===== src/rtl/contador_decada_bcd_pkg.sv =====
// ============================================================================
// Module      : contador_decada_bcd_pkg
// Description : Shared constants and helpers for the BCD decade counter.
// Revision    : 1.0 - initial release
// ============================================================================
`default_nettype none

package contador_decada_bcd_pkg;

    localparam int          BCD_LARGURA = 4;
    localparam logic [3:0]  BCD_MAX     = 4'd9;

    // Control FSM encoding
    localparam logic [0:0]  PARADO      = 1'b0;
    localparam logic [0:0]  CONTANDO    = 1'b1;

    // Out-of-range load digits are forced to zero so the count stays in 0..9
    function automatic logic [BCD_LARGURA-1:0] saturar_carga(
        input logic [BCD_LARGURA-1:0] v
    );
        return (v > BCD_MAX) ? '0 : v;
    endfunction

endpackage

`default_nettype wire


===== src/rtl/contador_decada_bcd_digito_bcd.sv =====
// ============================================================================
// Module      : digito_bcd
// Description : One 0..9 BCD digit with load, up/down step and carry/borrow.
// Revision    : 1.0 - initial release
// ============================================================================
`default_nettype none

module digito_bcd
    import contador_decada_bcd_pkg::*;
(
    input  logic                   clock,
    input  logic                   reset,
    input  logic                   carregar,
    input  logic [BCD_LARGURA-1:0] valor_in,
    input  logic                   passo_in,
    input  logic                   decrementar,
    output logic [BCD_LARGURA-1:0] valor,
    output logic                   passo_out
);

    logic [BCD_LARGURA-1:0] r_valor;
    logic                   w_terminal;

    // Terminal value is where this digit wraps and ripples to the next one
    assign w_terminal = decrementar ? (r_valor == '0) : (r_valor == BCD_MAX);
    assign passo_out  = passo_in & w_terminal;
    assign valor      = r_valor;

    always_ff @(posedge clock) begin
        if (reset) begin
            r_valor <= '0;
        end else if (carregar) begin
            r_valor <= saturar_carga(valor_in);
        end else if (passo_in) begin
            if (decrementar) begin
                r_valor <= w_terminal ? BCD_MAX : (r_valor - 4'd1);
            end else begin
                r_valor <= w_terminal ? '0 : (r_valor + 4'd1);
            end
        end
    end

endmodule

`default_nettype wire


===== src/rtl/contador_decada_bcd.sv =====
// ============================================================================
// Module      : contador_decada_bcd
// Description : Multi-digit BCD decade counter with start/stop FSM, prescaler
//               and parallel load. Optional macro DETECTOR_BORDA_EN turns
//               iniciar_parar into a synchronized, edge-detected level input.
// Revision    : 1.0 - initial release
// ============================================================================
`default_nettype none

module contador_decada_bcd
    import contador_decada_bcd_pkg::*;
#(
    parameter int DIGITOS       = 2,
    parameter int DIV_PRESCALER = 50000000
) (
    input  logic                     clock,
    input  logic                     reset,
    input  logic                     iniciar_parar,
    input  logic                     decrementar,
    input  logic                     carregar,
    input  logic [4*DIGITOS-1:0]     valor_carga,
    output logic [4*DIGITOS-1:0]     bcd,
    output logic                     estouro,
    output logic                     contando
);

    localparam int c_LARG_PRE = (DIV_PRESCALER > 1) ? $clog2(DIV_PRESCALER) : 1;
    localparam logic [c_LARG_PRE-1:0] c_PRE_MAX = c_LARG_PRE'(DIV_PRESCALER - 1);

    logic [0:0]            r_estado;
    logic [0:0]            w_estado_prox;
    logic [c_LARG_PRE-1:0] r_pre;
    logic                  w_passo;
    logic                  w_evento;
    logic                  r_estouro;
    logic [DIGITOS:0]      w_cadeia;

`ifdef DETECTOR_BORDA_EN
    logic r_sinc1;
    logic r_sinc2;
    logic r_anterior;
    logic r_evento;

    always_ff @(posedge clock) begin
        if (reset) begin
            r_sinc1    <= 1'b0;
            r_sinc2    <= 1'b0;
            r_anterior <= 1'b0;
            r_evento   <= 1'b0;
        end else begin
            r_sinc1    <= iniciar_parar;
            r_sinc2    <= r_sinc1;
            r_anterior <= r_sinc2;
            r_evento   <= r_sinc2 & ~r_anterior;
        end
    end

    assign w_evento = r_evento;
`else
    assign w_evento = iniciar_parar;
`endif

    always_ff @(posedge clock) begin
        if (reset) begin
            r_estado <= PARADO;
        end else begin
            r_estado <= w_estado_prox;
        end
    end

    always_comb begin
        w_estado_prox = r_estado;
        case (r_estado)
            PARADO:   if (w_evento) w_estado_prox = CONTANDO;
            CONTANDO: if (w_evento) w_estado_prox = PARADO;
            default:  w_estado_prox = PARADO;
        endcase
    end

    assign w_passo = (r_estado == CONTANDO) && (r_pre == c_PRE_MAX);

    // Prescaler freezes while stopped so a pause resumes mid-period
    always_ff @(posedge clock) begin
        if (reset) begin
            r_pre <= '0;
        end else if (carregar) begin
            r_pre <= '0;
        end else if (r_estado == CONTANDO) begin
            r_pre <= w_passo ? '0 : (r_pre + c_LARG_PRE'(1));
        end
    end

    assign w_cadeia[0] = w_passo;

    generate
        for (genvar i = 0; i < DIGITOS; i++) begin : g_digito
            digito_bcd u_digito (
                .clock       (clock),
                .reset       (reset),
                .carregar    (carregar),
                .valor_in    (valor_carga[4*i +: 4]),
                .passo_in    (w_cadeia[i]),
                .decrementar (decrementar),
                .valor       (bcd[4*i +: 4]),
                .passo_out   (w_cadeia[i+1])
            );
        end
    endgenerate

    // A ripple out of the top digit is exactly the full-range wrap
    always_ff @(posedge clock) begin
        if (reset) begin
            r_estouro <= 1'b0;
        end else begin
            r_estouro <= w_cadeia[DIGITOS] & ~carregar;
        end
    end

    assign estouro  = r_estouro;
    assign contando = r_estado;

endmodule

`default_nettype wire


===== config.mk =====
export PLATFORM = sky130hd
export DESIGN_NAME = contador_decada_bcd
export DESIGN_NICKNAME = d
export VERILOG_FILES = /design/src/rtl/contador_decada_bcd_pkg.sv /design/src/rtl/contador_decada_bcd_digito_bcd.sv /design/src/rtl/contador_decada_bcd.sv
export SDC_FILE = /design/constraint.sdc
export NUM_CORES = 1
export LEC_CHECK = 0
export CAP_MARGIN = 20
export CORE_MARGIN = 2
export CORE_UTILIZATION = 30
export CTS_CLUSTER_SIZE = 30
export DETAILED_ROUTE_END_ITERATION = 12
export PLACE_DENSITY = 0.47
export SETUP_SLACK_MARGIN = 0.2
export SYNTH_ARGS = -nofsm -noshare
export SYNTH_HDL_FRONTEND = slang
export SYNTH_HIERARCHICAL = 1
export SYNTH_SLANG_ARGS = --single-unit

===== constraint.sdc =====
create_clock -name clock -period 4.7 [get_ports clock]
set_clock_uncertainty 0.15 [all_clocks]
set_input_delay 1.41 -clock clock [delete_from_list [all_inputs] [get_ports clock]]
set_output_delay 1.41 -clock clock [all_outputs]
set_load 0.01 [all_outputs]

=== After elaboration in Yosys (flattened, before gate mapping) ===
Cells that the tools add are included.

* Logic and storage cells: 44
* Output and inout port bits: 10
* Bits in registers: 36

* Bitwise logic cells: 5
* Add/subtract/negate cells: 5
* Muxes and demuxes: 18
* Reductions and logical operators: 6
* $lt $le $gt $ge: 2
* Equality and inequality tests: 3

{| class="wikitable"
|+ Operator list
! kind !! number
|-
| $mux 4 || 12
|-
| $add 26x1->26 const B || 1
|-
| $eq 26x26->1 const B || 1
|-
| $mux 26 || 1
|-
| $add 4x1->4 const B || 2
|-
| $eq 4x4->1 const B || 2
|-
| $gt 4x4->1 const B || 2
|-
| $logic_not 4->1 || 2
|-
| $sub 4x1->4 const B || 2
|-
| $mux 1 || 4
|-
| $reduce_bool 2->1 || 2
|-
| $and 1x1->1 || 3
|-
| $not 1->1 || 2
|-
| $pmux 1 s2 || 1
|-
| $reduce_or 2->1 || 1
|-
| $logic_and 1x1->1 || 1
|}

=== Logic depth before layout (Yosys ltp) ===
Gate-level depths: netlist of run 1.

* Depth after elaboration: 6
* Depth in mapped cells: 9
* Depth with buffers taken out: 8

=== Modules after synthesis ===
Netlist of run 1, hierarchy kept.

{| class="wikitable"
|+ Modules (own cells, without submodules)
! module !! cells an instance !! area each (um2) !! seq. area each (um2) !! instances
|-
| contador_decada_bcd || 163 || 1435.1 || 560.5 || 1
|-
| digito_bcd || 49 || 425.4 || 80.1 || 2
|}

=== Worst setup path before layout of run 1 ===
OpenSTA, ideal clock, no wires.

* Path type: input-to-reg
* From: input decrementar
* To: register g_digito[1].u_digito.r_valor[0]
* Library setup time: 0.103 ns
* Path buffers: 1
* Slack: 1.634 ns
* Stages on the path: 6
* Arrival: 2.813 ns
* Path through: buf_6 > nand3b_1 > o21a_1 > nor3b_1 > nor2_1 > a2111oi_2

* Elaborated cells on any way between the ends: 9
* Those cells by class: mux: 7; bitwise: 1; reduce/logical: 1

{| class="wikitable"
|+ RTL lines
! item !! RTL line !! source
|-
| start: declaration || contador_decada_bcd.sv:19 || <nowiki>input logic decrementar,</nowiki>
|-
| $mux 1 || contador_decada_bcd_digito_bcd.sv:25 || <nowiki>assign w_terminal = decrementar ? (r_valor == '0) : (r_valor == BCD_MAX);</nowiki>
|-
| $and 1x1->1 || contador_decada_bcd_digito_bcd.sv:26 || <nowiki>assign passo_out = passo_in & w_terminal;</nowiki>
|-
| named net w_cadeia[1] || contador_decada_bcd.sv:36 || <nowiki>logic [DIGITOS:0] w_cadeia;</nowiki>
|-
| $reduce_bool 2->1 (no source line) || -- ||
|-
| end signal: assignment || contador_decada_bcd_digito_bcd.sv:33 || <nowiki>r_valor <= saturar_carga(valor_in);</nowiki>
|-
| end signal: assignment || contador_decada_bcd_digito_bcd.sv:36 || <nowiki>r_valor <= w_terminal ? BCD_MAX : (r_valor - 4'd1);</nowiki>
|-
| end signal: assignment || contador_decada_bcd_digito_bcd.sv:38 || <nowiki>r_valor <= w_terminal ? '0 : (r_valor + 4'd1);</nowiki>
|-
| end: declaration || contador_decada_bcd_digito_bcd.sv:21 || <nowiki>logic [BCD_LARGURA-1:0] r_valor;</nowiki>
|}

The timed path passes the listed nets, and every way through them passes these cells. The select of a mux whose other input is x is not followed.
A chain may end at the register's enable or synchronous reset.

=== Final worst setup path of run 1 ===
Same ends and word-level chain as after synthesis.

==> flow_metrics.py, run 1 <==
metrics = {
    "synth": {
        "synthSimpleGateAreaFrac_pct": 29.6,
        "synth_edf_count": 0,
        "synth-xor-area-share_pct": 6.51,
        "yosys.cell_types.count": 48,
        "synthesis.nets": 283,
        "synthFlopType": "dfxtp_1",
        "synth_seq_area_share_pct": 31.5,
        "synth-seq-cells": 36,
        "muxShareOfSynthArea_pct": 0.876,
        "syn-cell-area_sq_um": 2290,
        "yosysWarnings": 6,
        "synth_top_family_by_area": "simple AND/OR/NAND/NOR gates",
        "synth_async_sr_flop_share_pct": 0,
        "synth-adder-area-share_pct": 4.93,
        "synth_compound_area_share_pct": 19.8,
        "netlist_instances": 261,
        "avgSynthCellArea_sq_um": 8.76,
    },
    "sta": {
        "finalSetupViolCount": 0,
        "whs_ns": 0.333,
        "rsz0062_at_grt": "no",
        "post-route-min-period_ns": 3.39,
        "fmax_ghz": 0.295,
        "max_slew_margin_pct": 60.9,
        "setup_slack_ns": 1.31,
        "maxSlewViolCount": 0,
        "max_slew.worst_pin.slew_ns": 0.584,
        "finalSetupTns_ns": 0,
        "hold_violations": 0,
        "period_share_pct": 72.2,
    },
    "worst_hold_path": {
        "holdPathEnd": "r_pre[23]",
        "min_path_cells": 2,
        "worstHoldPathType": "reg -> reg",
        "worstHoldStart": "r_pre[23]",
    },
    "clock_tree": {
        "cts-root-buf": "clkbuf_8",
        "post-cts-setup-buffers": 0,
        "cts_buffers": 5,
        "clk_latency_ns": 0.28,
        "cts_tree": "built",
        "clk_path_buf_depth": 2,
        "cts_num_sinks": 36,
        "htreeDepth": 2,
        "post_cts_resized": 0,
        "postCtsHoldBufs": 0,
        "clk_pin_slew_ns": 0.07,
    },
    "die": {
        "fp.dieW_um": 91.3,
        "start_util_pct": 31.2,
        "rows": 31,
        "io_pins": 23,
        "coreArea_sq_um": 7330,
        "fp.dieH_um": 91.3,
        "dieArea_sq_um": 8330,
    },
    "setup_path": {
        "r2r_start": "r_pre[0]",
        "worst_setup_path_end_kind": "flip-flop",
        "slowest_stage": "clkdlybuf4s50_1",
        "reg2reg_to": "g_digito[1].u_digito/valor[0]",
        "critical-path-max-stage-delay_ns": 0.82,
        "cp.arrival_ns": 3.42,
        "worstPathMaxFanout": 14,
        "worstSetupPathType": "in -> reg",
        "cp-start-kind": "primary input",
        "crit_path_start": "decrementar",
        "required_ns": 4.73,
        "reg2reg_slack_ns": 1.85,
        "reg2reg_depth": 9,
        "crit_chain": "clkdlybuf4s50_1 > nand2_2 > o21a_1 > nor3b_1 > buf_4 > nor2_1 > a2111oi_2",
    },
    "global_route": {
        "grt.total_usage_pct": 12.5,
        "antenna_found_initial": 0,
        "gr-total-overflow": 0,
        "grt_pass1_vias": 1767,
        "grt_pass1_wl_mm": 8.53,
        "grt_max_degree": 22,
    },
    "status": {
        "status": "finished clean",
    },
    "place": {
        "dp_hpwl_mm": 3.59,
        "dp_worst_setup_slack_ns": 1.03,
        "gp_congestion": 0.787,
        "port_buffers": 22,
    },
    "cells_and_area": {
        "fin_util_pct": 35.8,
        "layout_common_cells": "dfxtp_1 (36), nor2_1 (28), clkdlybuf4s50_1 (22)",
        "syn2layout_area_growth_pct": 14.9,
        "fillerInstances": 764,
        "final_common_cell": "dfxtp_1",
        "antenna_cells": 0,
        "drive_gt1_share_pct": 8.63,
        "nNetsFinal": 299,
    },
    "route": {
        "wl_mm": 5.00,
        "via_count": 1972,
        "dr.pass1.iters": 4,
        "drc": 0,
        "via_per_inst": 5.23,
        "wire_per_inst_um": 13.3,
        "postRouteAntennaNets": 0,
        "drt_iter0_drc": 104,
    },
    "run": {
        "cap_violations": 0,
    },
    "power_and_ir_drop": {
        "power.leakage_nw": 0.863,
        "p_per_area_nw_per_um2": 243,
        "ir_worst_vdd_mv": 0.102,
    },
}
## flip-flops by register name, summed over array words and instances, names as in the netlist
signal / flops
contando: 1
estouro: 1
g_digito.u_digito/valor: 8
r_pre: 26
## worst max-delay path: cells and delay by family
kind	cells	cell delay, ns
buffers and inverters	2	0.99
AO/OA/AOI/OAI	2	0.60
AND/OR/NAND/NOR	3	0.42
## through the flow
step / cell area [sq um] / total power [mW] / instances
global route: 2630 / 0.671 / 377
CTS: 2630 / 0.648 / 377
floorplan: 2290 / 0.387 / 261
global placement: 2540 / 0.420 / 369
detailed placement: 2540 / 0.418 / 369
finish: 2630 / 0.638 / 377
## kinds of logic (layout without fill, tap and decap cells)
| group | Yosys count | count (layout) |
|---|---|---|
| simple gates | 113 | 113 |
| compound gates | 59 | 59 |
| flops | 36 | 36 |
| buf+inv | 25 | 42 |
| xor+xnor | 17 | 17 |
| fa+ha+maj | 9 | 9 |
| mux | 2 | 2 |
## per-layer routing
layer	part of all wire, %	track usage [%]	vias to the layer above
li1	-	-	1008
met1	52	17.6	925
met2	43	18.6	34
met3	3.0	2.90	5
met4	1.4	4.42	0
met5	0	0	-
## Yosys cell counts, types with 4 or more instances
cell type / number / area share [%]
dfxtp_1: 36 / 32
a21oi_1: 16 / 3.5
nand2_1: 11 / 1.8
nand3_1: 11 / 2.4
o21ai_0: 5 / 1.1
buf_2: 7 / 1.5
inv_1: 9 / 1.5
nor3_1: 9 / 2.0
xor2_1: 10 / 3.8
buf_6: 6 / 3.0
nand3b_1: 5 / 1.6
o31ai_1: 11 / 3.6
xnor2_1: 7 / 2.7
ha_1: 9 / 4.9
nor2_1: 28 / 4.6
o211ai_1: 4 / 1.3
and4_1: 4 / 1.5
or4_1: 7 / 2.3
nand4_1: 8 / 2.2
## final cells by class
cell class              count  area [sq um]  area share [%]
flip-flops and latches     36           721            27.4
multi-input cells         200          1420            53.9
clock buffers               8          90.1            3.43
well taps                  99           124            4.72
inverters                   9          33.8            1.29
repair buffers             25           243            9.24
## power by group
part           switching [mW]  leakage [nW]  internal (mW)
registers              0.0155         0.292          0.312
clock network           0.107        0.0455          0.120
logic                  0.0411         0.526         0.0427
total                   0.164         0.863          0.474
## worst max path at each step
stage / endpoint / slack, ns / cells past startpoint
2_1_floorplan: g_digito[1].u_digito/valor[0] / 1.63 / 6
3_3_place_gp: g_digito[1].u_digito/valor[0] / 1.03 / 7
3_5_place_dp: g_digito[1].u_digito/valor[1] / 1.03 / 8
4_1_cts: g_digito[1].u_digito/valor[0] / 1.33 / 7
5_1_grt: g_digito[1].u_digito/valor[1] / 1.04 / 8
6_report: g_digito[1].u_digito/valor[0] / 1.31 / 7
Note: power is estimated with default switching activity, not from simulation.
==> inputs of run 2 (changes only) <==
==> constraint.sdc (replaced) <==
create_clock -name clock -period 3.51 [get_ports clock]
set_clock_uncertainty 0.15 [all_clocks]
set_input_delay 1.053 -clock clock [delete_from_list [all_inputs] [get_ports clock]]
set_output_delay 1.053 -clock clock [all_outputs]
set_load 0.01 [all_outputs]
==> run 2 against run 1 <==
Effect of this change:
- utilization is 0.34 points higher
- final area is 0.95% higher
- cell count is 1.1% higher
- critical path type is now reg -> out
- worst setup slack worse by 0.53 ns
- hold slack hardly changed
==> flow_metrics.py, run 2 (synthesis results as in run 1) <==
metrics = {
    "power_and_ir_drop": {
        "power.leakage_nw": 0.883,
        "p_total_mw": 0.836,
        "ir_worst_vdd_mv": 0.126,
        "p_per_area_nw_per_um2": 315,
    },
    "route": {
        "postRouteAntennaNets": 0,
        "drc": 0,
        "drt_iter0_drc": 103,
        "via_count": 1957,
        "via_per_inst": 5.14,
        "wire_per_inst_um": 14.0,
        "wl_mm": 5.32,
        "dr.pass1.iters": 4,
    },
    "setup_path": {
        "slowest_stage": "clkdlybuf4s50_1",
        "worstSetupPathType": "reg -> out",
        "worst_setup_path_end_kind": "output pin",
        "required_ns": 2.31,
        "worst-path-buf-inv": 1,
        "worstPathMaxFanout": 11,
        "cp-start-kind": "flip-flop",
        "cp.arrival_ns": 1.53,
        "crit_chain": "clkdlybuf4s50_1",
        "critical-path-max-stage-delay_ns": 0.64,
        "crit_family": "buffers and inverters",
    },
    "sta": {
        "finalSetupViolCount": 0,
        "whs_ns": 0.332,
        "setup_slack_ns": 0.774,
        "period_share_pct": 77.9,
        "maxSlewViolCount": 0,
        "hold_violations": 0,
        "max_slew_margin_pct": 68.6,
        "fmax_ghz": 0.366,
        "post-route-min-period_ns": 2.74,
        "max_slew.worst_pin.slew_ns": 0.470,
        "finalSetupTns_ns": 0,
        "rsz0062_at_grt": "no",
    },
    "cells_and_area": {
        "syn2layout_area_growth_pct": 16.0,
        "drive_gt1_share_pct": 10.3,
        "top_register": "r_pre",
        "largest_register_ffs": 26,
        "fin_area_sq_um": 2650,
        "nNetsFinal": 304,
        "layout_common_cells": "dfxtp_1 (36), nor2_1 (28), clkdlybuf4s50_1 (22)",
        "final_common_cell": "dfxtp_1",
        "antenna_cells": 0,
    },
    "die": {
        "coreArea_sq_um": 7330,
        "rows": 31,
        "fp.dieH_um": 91.3,
        "fp.dieW_um": 91.3,
        "dieArea_sq_um": 8330,
        "io_pins": 23,
        "start_util_pct": 31.2,
    },
    "clock_tree": {
        "htreeDepth": 2,
        "clk_latency_ns": 0.29,
        "clk_path_buf_depth": 2,
        "cts_num_sinks": 36,
        "post-cts-setup-buffers": 0,
        "cts_buffers": 5,
        "postCtsHoldBufs": 0,
        "clk_pin_slew_ns": 0.07,
        "post_cts_resized": 0,
        "cts-root-buf": "clkbuf_8",
        "cts_tree": "built",
    },
    "place": {
        "dp_worst_setup_slack_ns": 0.530,
        "port_buffers": 22,
        "place_area_sq_um": 2570,
        "gp_congestion": 0.808,
        "dp_hpwl_mm": 3.84,
    },
    "worst_hold_path": {
        "worstHoldPathType": "reg -> reg",
    },
    "global_route": {
        "grt_pass1_wl_mm": 9.00,
        "antenna_found_initial": 0,
        "grt_pass1_vias": 1801,
        "gr-total-overflow": 0,
        "grt_max_degree": 16,
        "grt.total_usage_pct": 13.3,
    },
    "run": {
        "cap_violations": 0,
    },
    "status": {
        "status": "finished clean",
    },
}
[run 2: cell types whose count changed in the layout (fill, tap and decap cells not counted)]
cell / previous run / this run
clkbuf_8: 6 / 5
clkinv_2: 0 / 1
clkbuf_1: 2 / 1
buf_4: 3 / 8
[run 2: cell type report]
class / count / area, sq um
fillers: 772 / 4680
multi-input cells: 200 / 1420
flip-flops and latches: 36 / 721
repair buffers: 30 / 280
well taps: 99 / 124
clock buffers: 6 / 72.6
inverters: 9 / 33.8
clock inverters: 1 / 5.00
[run 2: through the flow]
stage	utilization (%)	cells
finish	36.2	381
detailed placement	35.0	373
global route	36.2	381
global placement	35.0	373
floorplan	-	261
CTS	36.1	380
[run 2: metal layers]
metal | wire length, um | vias up | GRT usage, %
met5 | 0 | - | 0
met3 | 128 | 5 | 3.32
met1 | 2870 | 911 | 19.4
met4 | 52 | 0 | 4.42
li1 | - | 1016 | -
met2 | 2270 | 25 | 19.1
[run 2: power by group]
part	switching, mW	internal, mW	total, mW
Clock	0.145	0.135	0.280
Sequential	0.0219	0.417	0.439
Combinational	0.0567	0.0600	0.117
[run 2: worst paths after layout]
kind / startpoint / to / slack [ns] / cells after the start
worst max-delay path: g_digito[0].u_digito/valor[2] / bcd[2] / 0.77 / 1
worst min-delay path: r_pre[23] / r_pre[23] / 0.33 / 2
worst max register to register: r_pre[3] / g_digito[1].u_digito/valor[0] / 0.90 / 8
worst min register to register: r_pre[23] / r_pre[23] / 0.33 / 2
==> inputs of run 3 (changes only) <==
==> constraint.sdc (replaced) <==
create_clock -name clock -period 2.8 [get_ports clock]
set_clock_uncertainty 0.15 [all_clocks]
set_input_delay 0.84 -clock clock [delete_from_list [all_inputs] [get_ports clock]]
set_output_delay 0.84 -clock clock [all_outputs]
set_load 0.01 [all_outputs]
==> run 3 against run 2 <==
Effect of this change:
- global-route usage is 0.073 points lower
- hold slack better by 0.0093 ns
- power is 33% higher
- cell count is 1.3% higher
- flip-flop and latch count stayed put
- sequential share of layout area is 0.74 points lower
- die area stayed put
- via count is 1.7% higher
- critical path depth stayed put
- first-iteration DRC count is 23% lower
- clock power is 46% higher
==> flow_metrics.py, run 3 (synthesis results as in run 1) <==
metrics = {
    "status": {
        "status": "finished clean",
    },
    "place": {
        "dp_cells": 379,
        "gp_congestion": 0.785,
        "port_buffers": 22,
        "dp_hpwl_mm": 3.94,
    },
    "sta": {
        "maxSlewViolCount": 0,
        "max_slew.worst_pin.slew_ns": 0.511,
        "fmax_ghz": 0.400,
        "rsz0062_at_grt": "no",
        "hold_violations": 0,
        "whs_ns": 0.342,
        "post-route-min-period_ns": 2.50,
        "finalSetupTns_ns": 0,
        "finalSetupViolCount": 0,
        "period_share_pct": 89.4,
        "max_slew_margin_pct": 65.5,
    },
    "route": {
        "via_per_inst": 5.16,
        "postRouteAntennaNets": 0,
        "wire_per_inst_um": 13.7,
        "drt_iter0_drc": 79,
        "wl_mm": 5.29,
        "via_count": 1991,
        "drc": 0,
        "dr.pass1.iters": 4,
    },
    "global_route": {
        "grt.total_usage_pct": 13.3,
        "gr-total-overflow": 0,
        "grt_max_degree": 14,
        "antenna_found_initial": 0,
        "grt_pass1_vias": 1870,
        "grt_pass1_wl_mm": 9.03,
    },
    "cells_and_area": {
        "antenna_cells": 0,
        "largest_register_ffs": 26,
        "seqCellArea_sq_um": 721,
        "layout_common_cells": "dfxtp_1 (36), nor2_1 (28), clkdlybuf4s50_1 (22)",
        "final_cells": 386,
        "multi_input_area_sq_um": 1430,
        "fin_util_pct": 37.2,
        "syn2layout_area_growth_pct": 19.2,
        "final_common_cell": "dfxtp_1",
        "fillerInstances": 765,
        "top_register": "r_pre",
        "drive_gt1_share_pct": 12.9,
        "nNetsFinal": 309,
    },
    "setup_path": {
        "worstPathMaxFanout": 11,
        "crit_family": "buffers and inverters",
        "cp-start-kind": "flip-flop",
        "worstSetupPathType": "reg -> out",
        "critical-path-max-stage-delay_ns": 0.63,
        "worst-path-buf-inv": 1,
        "worst_setup_path_end_kind": "output pin",
        "reg2reg_depth": 7,
        "r2r_start": "r_pre[0]",
        "slowest_stage": "clkdlybuf4s50_1",
        "crit_chain": "clkdlybuf4s50_1",
        "reg2reg_slack_ns": 0.49,
        "reg2reg_to": "g_digito[1].u_digito/valor[0]",
        "cp.arrival_ns": 1.51,
        "required_ns": 1.81,
    },
    "clock_tree": {
        "post_cts_resized": 0,
        "clk_latency_ns": 0.29,
        "cts-root-buf": "clkbuf_8",
        "cts_num_sinks": 36,
        "clk_path_buf_depth": 2,
        "cts_tree": "built",
        "cts_buffers": 5,
        "post-cts-setup-buffers": 0,
        "htreeDepth": 2,
        "postCtsHoldBufs": 0,
        "clk_pin_slew_ns": 0.07,
    },
    "die": {
        "fp.dieW_um": 91.3,
        "fp.dieH_um": 91.3,
        "dieArea_sq_um": 8330,
        "io_pins": 23,
        "coreArea_sq_um": 7330,
        "start_util_pct": 31.2,
        "rows": 31,
    },
    "power_and_ir_drop": {
        "power.leakage_nw": 0.921,
        "ir_worst_vdd_mv": 0.164,
        "p_per_area_nw_per_um2": 407,
    },
    "worst_hold_path": {
        "worstHoldStart": "r_pre[25]",
        "holdPathEnd": "r_pre[25]",
        "min_path_cells": 2,
        "worstHoldPathType": "reg -> reg",
    },
    "run": {
        "cap_violations": 0,
    },
}
[run 3: cell types whose count changed in the layout (fill, tap and decap cells not counted)]
cell | previous run | this run
buf_4 | 8 | 13
clkbuf_1 | 1 | 0
clkbuf_8 | 5 | 7
clkinv_2 | 1 | 0
nor3b_1 | 2 | 1
nor3b_4 | 0 | 1
nor4b_1 | 3 | 2
nor4b_2 | 0 | 1
[run 3: report_power, final]
part	total (mW)	internal, mW	switching (mW)
logic	0.155	0.0791	0.0761
registers	0.546	0.523	0.0237
clock network	0.408	0.219	0.188
total	1.11	0.821	0.288
[run 3: per-stage QoR]
step,setup slack [ns],instance area [sq um],power [mW]
floorplan,0.238,2300,0.651
detailed placement,0.133,2630,0.714
global route,0.202,2730,1.17
finish,0.298,2730,1.11
global placement,0.181,2630,0.715
CTS,0.271,2730,1.12
[run 3: routing by layer]
layer | up-vias | routed length [um] | GRT usage [%]
li1 | 1025 | - | -
met1 | 932 | 2790 | 18.7
met2 | 29 | 2290 | 20.2
met3 | 5 | 164 | 2.74
met4 | 0 | 54 | 4.17
met5 | - | 0 | 0
[run 3: cell type report]
type	count	area share [%]
Tap cell	99	4.55
Sequential cell	36	26.4
Inverter	9	1.24
Multi-Input combinational cell	200	52.6
Timing Repair Buffer	35	11.7
Clock buffer	7	3.54
[run 3: worst max-delay path by stage]
| stage | from | endpoint | slack (ns) | cells past startpoint |
|---|---|---|---|---|
| 4_1_cts | g_digito[1].u_digito/valor[2] | bcd[6] | 0.27 | 1 |
| 6_report | g_digito[1].u_digito/valor[2] | bcd[6] | 0.30 | 1 |
| 2_1_floorplan | r_pre[0] | g_digito[1].u_digito/valor[0] | 0.24 | 8 |
| 5_1_grt | g_digito[1].u_digito/valor[2] | bcd[6] | 0.20 | 1 |
| 3_3_place_gp | decrementar | g_digito[1].u_digito/valor[0] | 0.18 | 8 |
| 3_5_place_dp | decrementar | g_digito[1].u_digito/valor[0] | 0.13 | 8 |
